$ cat src/rtl/speed_divider_arbiter_pkg.sv
// Shared parameters, requester indices and FSM encoding for the speed-loop
// divider arbiter.
package speed_divider_arbiter_pkg;

    localparam int N_REQ_DEFAULT       = 3;
    localparam int DATA_W_DEFAULT      = 26;
    localparam int TIMEOUT_CYC_DEFAULT = 64;

    localparam int REQ_SPEED   = 0;
    localparam int REQ_CURRENT = 1;
    localparam int REQ_SPARE   = 2;

    typedef enum logic [1:0] {
        ST_IDLE    = 2'd0,
        ST_ISSUE   = 2'd1,
        ST_WAIT    = 2'd2,
        ST_RESPOND = 2'd3
    } arb_state_t;

    // Index width that stays legal for a single-requester build.
    function automatic int idx_width(input int n);
        return (n > 1) ? $clog2(n) : 1;
    endfunction

endpackage

$ cat src/rtl/speed_divider_arbiter_rr_pick_next.sv
// Combinational round-robin pick: first pending requester after last_grant,
// wrapping modulo N_REQ.
module rr_pick_next
    import speed_divider_arbiter_pkg::*;
#(
    parameter int N_REQ = N_REQ_DEFAULT,
    parameter int IDX_W = idx_width(N_REQ)
) (
    input  logic [N_REQ-1:0] pending,
    input  logic [IDX_W-1:0] last_grant,
    output logic [IDX_W-1:0] winner,
    output logic             any_pending
);

    logic [IDX_W-1:0] cand;

    // Scan from the farthest offset down so the nearest pending requester wins.
    always_comb begin
        winner      = '0;
        cand        = '0;
        any_pending = |pending;
        for (int i = N_REQ; i >= 1; i--) begin
            cand = IDX_W'((int'(last_grant) + i) % N_REQ);
            if (pending[cand]) begin
                winner = cand;
            end
        end
    end

endmodule

$ cat src/rtl/speed_divider_arbiter.sv
// Shares one sequential divider among the speed, current-loop and spare
// requesters, with per-requester pending slots and a done timeout.
module speed_divider_arbiter
    import speed_divider_arbiter_pkg::*;
#(
    parameter int N_REQ       = N_REQ_DEFAULT,
    parameter int DATA_W      = DATA_W_DEFAULT,
    parameter int TIMEOUT_CYC = TIMEOUT_CYC_DEFAULT
) (
    input  logic                      sys_clk,
    input  logic                      reset,
    input  logic [N_REQ-1:0]          req_valid_in,
    input  logic [N_REQ*DATA_W-1:0]   req_dividend_in,
    input  logic [N_REQ*DATA_W-1:0]   req_divisor_in,
    output logic [N_REQ-1:0]          rsp_valid_out,
    output logic [DATA_W-1:0]         rsp_quotient_out,
    output logic [N_REQ-1:0]          req_overrun_out,
    output logic                      div_start_out,
    output logic [DATA_W-1:0]         div_dividend_out,
    output logic [DATA_W-1:0]         div_divisor_out,
    input  logic                      div_done_in,
    input  logic [DATA_W-1:0]         div_quotient_in,
    output logic                      div_timeout_out,
    output logic                      busy_out
);

    localparam int IDX_W = idx_width(N_REQ);
    localparam int CNT_W = $clog2(TIMEOUT_CYC + 1);

    arb_state_t        state;
    arb_state_t        state_next;
    logic [N_REQ-1:0]  pending;
    logic [N_REQ-1:0]  in_service;
    logic [DATA_W-1:0] slot_dividend [N_REQ];
    logic [DATA_W-1:0] slot_divisor  [N_REQ];
    logic [IDX_W-1:0]  last_grant;
    logic [IDX_W-1:0]  winner;
    logic [IDX_W-1:0]  pick;
    logic              any_pending;
    logic [CNT_W-1:0]  wait_cnt;
    logic              start_issue;
    logic              bypass;
    logic              capture_done;
    logic              timeout_hit;

    rr_pick_next #(
        .N_REQ (N_REQ),
        .IDX_W (IDX_W)
    ) u_pick (
        .pending     (pending),
        .last_grant  (last_grant),
        .winner      (pick),
        .any_pending (any_pending)
    );

    always_ff @(posedge sys_clk) begin
        if (reset) begin
            state <= ST_IDLE;
        end else begin
            state <= state_next;
        end
    end

    // rsp_valid_out is decoded from RESPOND so the divisor-0 path answers in 3
    // cycles while the divider path costs 4 + D.
    always_comb begin
        state_next    = state;
        start_issue   = 1'b0;
        bypass        = 1'b0;
        capture_done  = 1'b0;
        timeout_hit   = 1'b0;
        busy_out      = (state != ST_IDLE);
        rsp_valid_out = '0;
        in_service    = '0;
        for (int k = 0; k < N_REQ; k++) begin
            in_service[k] = (state != ST_IDLE) && (winner == IDX_W'(k));
        end
        unique case (state)
            ST_IDLE: begin
                if (any_pending) begin
                    state_next = ST_ISSUE;
                end
            end
            ST_ISSUE: begin
                if (slot_divisor[winner] == '0) begin
                    bypass     = 1'b1;
                    state_next = ST_RESPOND;
                end else begin
                    start_issue = 1'b1;
                    state_next  = ST_WAIT;
                end
            end
            ST_WAIT: begin
                if (div_done_in) begin
                    capture_done = 1'b1;
                    state_next   = ST_RESPOND;
                end else if (wait_cnt == CNT_W'(TIMEOUT_CYC - 1)) begin
                    timeout_hit = 1'b1;
                    state_next  = ST_RESPOND;
                end
            end
            ST_RESPOND: begin
                rsp_valid_out = N_REQ'(1) << winner;
                state_next    = ST_IDLE;
            end
            default: begin
                state_next = ST_IDLE;
            end
        endcase
    end

    // Operand slots are plain data storage; pending bits say whether they are live.
    always_ff @(posedge sys_clk) begin
        for (int k = 0; k < N_REQ; k++) begin
            if (req_valid_in[k]) begin
                slot_dividend[k] <= req_dividend_in[k*DATA_W +: DATA_W];
                slot_divisor[k]  <= req_divisor_in[k*DATA_W +: DATA_W];
            end
        end
    end

    always_ff @(posedge sys_clk) begin
        if (reset) begin
            pending          <= '0;
            last_grant       <= IDX_W'(N_REQ - 1);
            winner           <= '0;
            wait_cnt         <= '0;
            div_start_out    <= 1'b0;
            div_dividend_out <= '0;
            div_divisor_out  <= '0;
            div_timeout_out  <= 1'b0;
            rsp_quotient_out <= '0;
            req_overrun_out  <= '0;
        end else begin
            div_start_out   <= start_issue;
            div_timeout_out <= timeout_hit;

            if (state == ST_IDLE && any_pending) begin
                winner <= pick;
            end
            if (start_issue) begin
                div_dividend_out <= slot_dividend[winner];
                div_divisor_out  <= slot_divisor[winner];
            end
            if (state == ST_WAIT) begin
                wait_cnt <= wait_cnt + 1'b1;
            end else begin
                wait_cnt <= '0;
            end
            if (bypass || timeout_hit) begin
                rsp_quotient_out <= '1;
            end else if (capture_done) begin
                rsp_quotient_out <= div_quotient_in;
            end
            if (state == ST_RESPOND) begin
                last_grant <= winner;
            end

            // A fresh strobe beats the ISSUE clear, so a request landing while
            // its own slot is in service survives as the next pending entry.
            for (int k = 0; k < N_REQ; k++) begin
                req_overrun_out[k] <= req_valid_in[k] && pending[k] && !in_service[k];
                if (req_valid_in[k]) begin
                    pending[k] <= 1'b1;
                end else if (state == ST_ISSUE && winner == IDX_W'(k)) begin
                    pending[k] <= 1'b0;
                end
            end
        end
    end

endmodule

$ cat config.mk
export PLATFORM = sky130hd
export DESIGN_NAME = speed_divider_arbiter
export DESIGN_NICKNAME = d
export VERILOG_FILES = /design/src/rtl/speed_divider_arbiter_pkg.sv /design/src/rtl/speed_divider_arbiter_rr_pick_next.sv /design/src/rtl/speed_divider_arbiter.sv
export SDC_FILE = /design/constraint.sdc
export NUM_CORES = 1
export LEC_CHECK = 0
export ABC_AREA = 1
export BUFFER_PORTS_ARGS = -buffer_cell sky130_fd_sc_hd__buf_2
export CORE_ASPECT_RATIO = 1.4
export CORE_MARGIN = 1
export CORE_UTILIZATION = 59
export CTS_BUF_LIST = sky130_fd_sc_hd__clkbuf_4
export DETAILED_ROUTE_END_ITERATION = 7
export PLACE_DENSITY_LB_ADDON = 0.05
export SYNTH_ARGS = -nofsm -noshare
export SYNTH_HDL_FRONTEND = slang
export SYNTH_SLANG_ARGS = --single-unit
$ cat constraint.sdc
create_clock -name sys_clk -period 6.1 [get_ports sys_clk]
set_input_delay 1.22 -clock sys_clk [delete_from_list [all_inputs] [get_ports sys_clk]]
set_output_delay 1.22 -clock sys_clk [all_outputs]
set_load 0.01 [all_outputs]
==> flow_summary.ini, run 1 <==
[routing]
drt-vias-per-instance = 5.21
drc = 0
ant_nets = 0
met3_length_um = 1630
met1Wirelength_um = 9520
highest_layer = met4
first_pass_iters = 6
first_iter_violations = 501
routed_wl_um = 23800
vias = 7798
wl_per_cell_um = 15.9
wl_met2_um = 11800

[clock_tree]
post_cts_buffers = 0
clk_pin_slew_ns = 0.06
cts_buffers = 58
cts_hold_buf = 0
cts_buffer_depth = 3
clock-sinks = 257
htreeDepth = 2
clk_latency_ns = 0.67
cts_tree = yes
post_cts_resized = 0
root_buffer = clkbuf_4

[setup_path]
reg2reg_depth = 13
cp-start-kind = register
critPathMaxFanout = 31
critPathArrivalTime_ns = 2.63
critPathKind = register to output port
required_ns = 4.88
cp-end-kind = output port

[layout]
drive_gt1_share_pct = 31.4
fin_nets = 1445
syn_to_final_growth_pct = 20.8

[yosys]
synth.top_cells.by_count = nand2_1 (210), edfxtp_1 (156), nand3_1 (137)
synth-main-ff-cell = edfxtp_1
ys_ff_latch = 257
netlist.area_leader.share_pct = 46.0
yosysWarnings = 0
synth_nets = 1154
synth_area_um2 = 10200
avgSynthCellArea_um2 = 10.6
synth_cell_types = 35
yosys-top-cells-area = edfxtp_1 (46%), dfxtp_1 (20%), nand2_1 (7.7%), nand3_1 (6.7%), nor2_1 (2.8%)
synth_most_common_cell = nand2_1
syn-instance-count = 958
ys_seq_area_share_pct = 65.8
synth_edf_count = 156
ys_async_sr_fraction_pct = 0
yosys.area.top_type = edfxtp_1

[die]
io_pins = 275
die_h_um = 157
coreArea_um2 = 16800
core.rowCount = 56
die_w_um = 113
dieArea_um2 = 17800
initial_core_util_pct = 60.6

[timing]
fin_tns_setup_ns = 0
clock-skew-final_ns = 0.0243
relSlewSlack_pct = 24.1
rsz0062_at_grt = false
tightest_slew_ns = 1.14
max_freq_mhz = 260
finalWorstSetupSlack_ns = 2.25
drv_slew = 0
fin_crit_sh_pct = 63.1
final.min_clock_period_ns = 3.85
hold_violations = 0
finalSetupViolCount = 0

[placed_design]
io_buffers = 274
place_congestion = 0.779
dpl.hpwl_um = 15400
place_ws_ns = 2.76

[global_routing]
grt.overflow.total = 0
antenna_found_initial = 3
gr-usage-all-layers_pct = 26.9
grt_max_degree = 55
grt_pass1_vias = 7474
grt_pass1_wl_um = 36700

[job]
cap_violations = 0

[power]
power.switching_mw = 1.72
netSwitchingFraction_pct = 34.4
p_per_area_nw_per_um2 = 406
clkPwrFrac_pct = 25.7
peakVddDrop_v = 0.000244
leakagePower_nw = 5.93
power_frac_comb_pct = 28.9
seqPwrFrac_pct = 45.4
p_int_mw = 3.28

[run_status]
status = completed

[worst_hold_path]
holdCritPathClass = register to register
min_delay_path_depth = 1
[path summary, 6_finish.rpt]
kind                                   from  slack, ns             endpoint
worst min register to register  wait_cnt[0]       0.45          wait_cnt[0]
worst min-delay path            wait_cnt[0]       0.45          wait_cnt[0]
worst max-delay path              winner[0]       2.25     rsp_valid_out[0]
worst max register to register     register       2.79  div_dividend_out[3]
[layout by cell type (no fill, tap or decap), types with 3 or more instances in the layout]
master,netlist,final
buf_2,7,274
nand2_1,210,210
edfxtp_1,156,156
nand3_1,137,137
dfxtp_1,101,101
clkbuf_4,0,89
nor2_1,75,75
inv_1,71,71
o21ai_0,37,37
mux2i_1,26,26
a21oi_2,23,23
or2_1,19,19
a21oi_1,14,14
clkinv_1,0,12
ha_1,8,8
buf_4,2,7
inv_2,3,4
a31oi_1,4,4
o211ai_1,4,4
diode_2,0,3
[power by group through the flow]
stage | clock network (mW) | registers [mW] | logic (mW)
floorplan | 0 | 2.34 | 0.968
global placement | 0 | 2.29 | 1.42
detailed placement | 0 | 2.30 | 1.45
CTS | 1.32 | 2.27 | 1.46
global route | 1.40 | 2.29 | 1.63
finish | 1.28 | 2.27 | 1.45
[cell type report]
| class | count | area, um2 |
|---|---|---|
| diodes | 3 | 7.51 |
| clock buffers | 89 | 668 |
| clock inverters | 13 | 48.8 |
| fillers | 1259 | 4510 |
| inverters | 76 | 290 |
| multi-input cells | 575 | 2900 |
| flip-flops and latches | 257 | 6710 |
| well taps | 203 | 254 |
| repair buffers | 281 | 1420 |
[per-stage QoR]
| stage | hold slack (ns) | utilization (%) | cells | area, um2 | power, mW |
|---|---|---|---|---|---|
| global placement | 0.430 | 68.8 | 1392 | 11600 | 3.71 |
| finish | 0.450 | 73.2 | 1497 | 12300 | 5.00 |
| floorplan | 0.418 | - | 958 | 10200 | 3.30 |
| detailed placement | 0.442 | 68.8 | 1392 | 11600 | 3.75 |
| global route | 0.481 | 73.2 | 1497 | 12300 | 5.32 |
| CTS | 0.453 | 73.1 | 1494 | 12300 | 5.04 |
[flip-flops by register name, summed over array words and instances (netlist names), named ones only]
signal and cells:
winner 2, slot_dividend 78, req_overrun_out 3, slot_divisor 78, div_timeout_out 1, rsp_quotient_out 26
state 2, div_dividend_out 26, last_grant 2, div_divisor_out 26, wait_cnt 7, div_start_out 1
pending 3
[critical path, stage by stage (launching register included)]
cell and delay [ns]:
dfxtp_1 0.30, buf_4 0.24, inv_1 0.81, nand2_1 0.24
nor2_1 0.21, buf_2 0.16
[layer usage]
layer	vias to the layer above	track usage [%]
li1	3837	-
met1	3528	32.8
met2	367	45.4
met3	66	5.28
met4	0	13.8
met5	-	0
[cell families after synthesis]
kind of cell	share of synthesized area (%)
fa+ha+maj	0.983
compound gates	5.33
simple gates	19.6
mux	2.55
flops	65.8
buf+inv	5.67
Note: power is estimated with default switching activity, not from simulation.
==> run 2, diff against run 1 <==
- ABC_AREA: 1 -> 0
- CORE_UTILIZATION: 59 -> 54
- clock period: 6.1 -> 3.86 ns (I/O delays scaled with it)
==> flow_summary.ini, run 2 <==
[run_status]
status = completed

[yosys]
ys_seq_area_share_pct = 66.4
synth_cell_types = 41
synth_area_um2 = 10100
yosys-top-cells-area = edfxtp_1 (46%), dfxtp_1 (20%), mux2i_1 (10%), mux2_2 (3.5%), nand2_1 (3.0%)
netlist.area_leader.share_pct = 46.4
yosys.area.top_type = edfxtp_1
avgSynthCellArea_um2 = 13.6
ys_ff_latch = 257
synth.top_cells.by_count = edfxtp_1 (156), dfxtp_1 (101), mux2i_1 (101)
synth_nets = 937
syn-instance-count = 741
synth-main-ff-cell = edfxtp_1
ys_async_sr_fraction_pct = 0
yosysWarnings = 0
synth_most_common_cell = edfxtp_1
synth_edf_count = 156

[clock_tree]
clk_pin_slew_ns = 0.07
cts_buffer_depth = 3
cts_hold_buf = 0
cts_buffers = 60
post_cts_buffers = 0
clk_latency_ns = 0.68
cts_tree = yes
root_buffer = clkbuf_4
clock-sinks = 257
htreeDepth = 2
post_cts_resized = 0

[routing]
drt-vias-per-instance = 5.02
ant_nets = 0
vias = 6717
first_pass_iters = 4
first_iter_violations = 317
routed_wl_um = 22000
wl_per_cell_um = 16.4
drc = 0

[setup_path]
slowest_delay_ns = 0.49
cp-start-kind = register
cp.depth = 8
slowest_stage = dfxtp_1
cp.buffers_inverters = 2
critPathMaxFanout = 22
cp_top_family = multiplexers
worstPathCellList = buf_12 -> mux2_2 -> mux2i_1 -> nand4_1 -> nor4_4 -> a21bo_2 -> buf_4 -> mux2i_1
reg2reg_depth = 8
critPathArrivalTime_ns = 3.49
path_common_cell = mux2i_1
critPathKind = register to register
required_ns = 4.44
cp-end-kind = register

[placed_design]
dpl.hpwl_um = 14700
place_congestion = 0.767
placed_area_um2 = 11700
io_buffers = 274
place_ws_ns = 0.931

[layout]
drive_gt1_share_pct = 40.5
fin_nets = 1242
syn_to_final_growth_pct = 23.4
fin_area_um2 = 12500
final_cell_mix = buf_2 (273), edfxtp_1 (156), mux2i_1 (101), dfxtp_1 (98), clkbuf_4 (97)
fill_cells = 1430
final_core_util_pct = 68.7
final_common_cell = buf_2
largest_registers = slot_dividend x78, slot_divisor x78

[worst_hold_path]
min_delay_path_depth = 1
holdCritPathClass = input pin to register

[timing]
fin_tns_setup_ns = 0
finalWorstSetupSlack_ns = 0.955
fin_crit_sh_pct = 75.3
drv_slew = 0
finalSetupViolCount = 0
tightest_slew_ns = 1.03
rsz0062_at_grt = false
clock-skew-final_ns = 0.0390
final.min_clock_period_ns = 2.90
relSlewSlack_pct = 31.6
hold_violations = 0
max_freq_mhz = 344

[power]
p_per_area_nw_per_um2 = 579
power_mw = 7.23
peakVddDrop_v = 0.000397
leakagePower_nw = 5.45

[die]
die_w_um = 118
initial_core_util_pct = 55.7
die_h_um = 164
dieArea_um2 = 19300
io_pins = 275
coreArea_um2 = 18100
core.rowCount = 58

[job]
cap_violations = 0

[global_routing]
grt_pass1_vias = 6803
grt_pass1_wl_um = 33700
grt.overflow.total = 0
gr-usage-all-layers_pct = 22.6
antenna_found_initial = 4
grt_max_degree = 99
run 2: worst paths after layout:
kind / to / slack, ns / startpoint
worst max-delay path: div_dividend_out[12] / 0.96 / register
worst min-delay path: slot_dividend[1][24] / 0.27 / req_dividend_in[50]
worst max register to register: div_dividend_out[12] / 0.96 / register
worst min register to register: wait_cnt[0] / 0.45 / wait_cnt[0]
run 2: kinds of logic after synthesis:
kind of cell               after synthesis  share of synthesized area (%)
AOI/OAI and AO/OA                       75                           4.04
xor gates and xnor gates                 3                          0.260
adders and majority gates                8                          0.991
buffers and inverters                   52                           2.62
DFF                                    257                           66.4
muxes                                  157                           16.9
and+or+nand+nor                        189                           8.78
run 2: cell type report:
class | count | area [um2] | share of cell area (%)
clock inverter | 14 | 52.6 | 0.421
antenna | 4 | 10.0 | 0.0803
sequential | 257 | 6710 | 53.8
inverter | 9 | 33.8 | 0.271
multi-input combinational | 432 | 3150 | 25.2
tap | 240 | 300 | 2.41
timing repair buffer | 286 | 1490 | 11.9
clock buffer | 97 | 728 | 5.84
run 2: worst reg2reg max path, delay by kind of cell (launching register included):
family                 cells  cell delay [ns]
flip-flops                 1             0.49
AO/OA/AOI/OAI              1             0.27
buffers and inverters      2             0.60
AND/OR/NAND/NOR            2             0.68
multiplexers               3             0.80
run 2: report_power, final:
part / total (mW) / internal [mW] / switching, mW
logic: 1.61 / 0.791 / 0.820
registers: 3.48 / 3.28 / 0.200
clock network: 2.13 / 1.13 / 1.00
total: 7.23 / 5.20 / 2.02
run 2: routing by layer:
metal  routed length [um]  global-route usage (%)  vias up
met2                10900                    39.5      251
met5                    0                       0        -
met4                  771                    11.3        0
met3                 1670                    6.94       57
met1                 8620                    25.0     3111
li1                     -                       -     3298
run 2: metrics by stage:
step | hold slack, ns | std cells
after floorplan | 0.418 | 741
after global placement | 0.433 | 1224
after detailed placement | 0.443 | 1224
after CTS | 0.221 | 1335
after global routing | 0.211 | 1339
final | 0.265 | 1339
==> run 3, diff against run 2 <==
- ABC_AREA: 0 -> 1
- CORE_UTILIZATION: 54 -> 49
- clock period: 3.86 -> 2.46 ns (I/O delays scaled with it)
==> flow_summary.ini, run 3 (synthesized netlist as in run 1, its figures left out) <==
[power]
leakagePower_nw = 6.72
clkPwrFrac_pct = 27.0
power.switching_mw = 4.40
p_per_area_nw_per_um2 = 920
p_int_mw = 8.68
peakVddDrop_v = 0.000550
seqPwrFrac_pct = 42.8
netSwitchingFraction_pct = 33.7
power_frac_comb_pct = 30.2

[routing]
drc = 0
wl_per_cell_um = 15.4
first_iter_violations = 435
ant_nets = 0
vias = 8377
first_pass_iters = 5
routed_wl_um = 26500
drt-vias-per-instance = 4.85

[clock_tree]
root_buffer = clkbuf_4
clk_latency_ns = 0.68
clk_pin_slew_ns = 0.07
cts_buffers = 60
cts_tree = yes
htreeDepth = 2
clock-sinks = 257
cts_buffer_depth = 3

[setup_path]
critPathArrivalTime_ns = 1.78
slowest_delay_ns = 0.52
critPathKind = register to output port
cp.buffers_inverters = 2
rrSetupSlack_ns = 0.26
worstPathCellList = clkinvlp_4 -> nand2_1 -> nor2_1 -> buf_2
slowest_stage = dfxtp_2
cp-end-kind = output port
cp-start-kind = register
required_ns = 1.97
critPathMaxFanout = 13
cp_top_family = flip-flops

[global_routing]
grt_pass1_vias = 8128
antenna_found_initial = 3
grt_pass1_wl_um = 40800
gr-usage-all-layers_pct = 25.0
grt_max_degree = 55
grt.overflow.total = 0

[layout]
drive_gt1_share_pct = 29.5
final_common_cell = buf_2
fin_nets = 1617
syn_to_final_growth_pct = 39.5
fin_area_um2 = 14200
final_core_util_pct = 69.4
finalNonFillerCells = 1727
largest_registers = slot_dividend x78, slot_divisor x78
fill_cells = 1628
final_cell_mix = buf_2 (274), nand2_1 (210), dlygate4sd3_1 (156), edfxtp_1 (156), nand3_1 (137)

[job]
cap_violations = 0

[timing]
fin_crit_sh_pct = 92.3
relSlewSlack_pct = 60.5
hold_violations = 0
hold_slack_ns = 0.127
drv_slew = 0
tightest_slew_ns = 0.591
final.min_clock_period_ns = 2.27
fin_tns_setup_ns = 0
finalSetupViolCount = 0
max_freq_mhz = 440
clock-skew-final_ns = 0.0407
rsz0062_at_grt = false

[die]
die_h_um = 173
coreArea_um2 = 20500
die_w_um = 124
core.rowCount = 62
dieArea_um2 = 21400
initial_core_util_pct = 49.7
io_pins = 275

[placed_design]
place_congestion = 0.827
placed_cells = 1454
dpl.hpwl_um = 15400
io_buffers = 274
placed_area_um2 = 11800

[worst_hold_path]
holdCritPathClass = input pin to register

[run_status]
status = completed
[run 3: changes by cell type in the layout (fill, tap and decap cells not counted), moves of 23 or more]
cell,delta
dlygate4sd3_1,+156
nand3_1,+132
nand2_1,+130
mux2i_1,-75
inv_1,+61
mux2_2,-31
nor2b_1,-30
nor2_1,+29
a21oi_1,-27
a21oi_2,+23
[run 3: metal layers]
metal	vias up	part of all wire (%)	track usage, %
met4	0	3.5	11.3
met3	68	6.6	6.13
li1	4189	-	-
met5	-	0	0
met1	3798	38	27.4
met2	322	52	44.4
[run 3: metrics by stage]
step,power [mW],setup slack (ns)
2_1_floorplan,8.19,0.542
3_3_place_gp,9.36,0.247
3_5_place_dp,9.42,0.193
4_1_cts,13.1,0.0194
5_1_grt,14.0,0.0240
6_report,13.1,0.189
[run 3: final cells by class]
cell class                      count  area (um2)  share of cell area (%)
Sequential cell                   257        6710                    47.2
Timing Repair Buffer              451        3170                    22.3
Multi-Input combinational cell    575        2900                    20.4
Clock buffer                       98         736                    5.18
Tap cell                          256         320                    2.25
Inverter                           76         297                    2.09
Clock inverter                     11        70.1                   0.493
Antenna cell                        3        7.51                  0.0528
[run 3: worst paths after layout]
| kind | start | end | cells past startpoint |
|---|---|---|---|
| hold / removal | div_quotient_in[16] | rsp_quotient_out[16] | 5 |
| setup / recovery | winner[0] | rsp_valid_out[0] | 4 |
| setup reg to reg | register | div_divisor_out[11] | 14 |
| hold reg to reg | wait_cnt[0] | wait_cnt[0] | 1 |
[run 3: worst min-delay path, cell delays in order]
cell     delay, ns
buf_2         0.08
mux2i_1       0.05
nand3_1       0.07
nand2_1       0.05
inv_1         0.04
[run 3: repair_timing]
item / 4_1_cts / 5_1_grt
hold buffers: 154 / 2
gates resized for setup: 1 / 3
endpoints found under the setup margin: 1 / 14
hold endpoints to repair: 154 / 2
buffers inserted: 0 / 5
[run 3: power by group through the flow]
stage	Combinational, mW	Clock (mW)	Sequential [mW]
floorplan	2.40	0	5.79
global placement	3.70	0	5.67
detailed placement	3.73	0	5.68
CTS	3.93	3.60	5.59
global route	4.45	3.84	5.68
finish	3.95	3.53	5.60
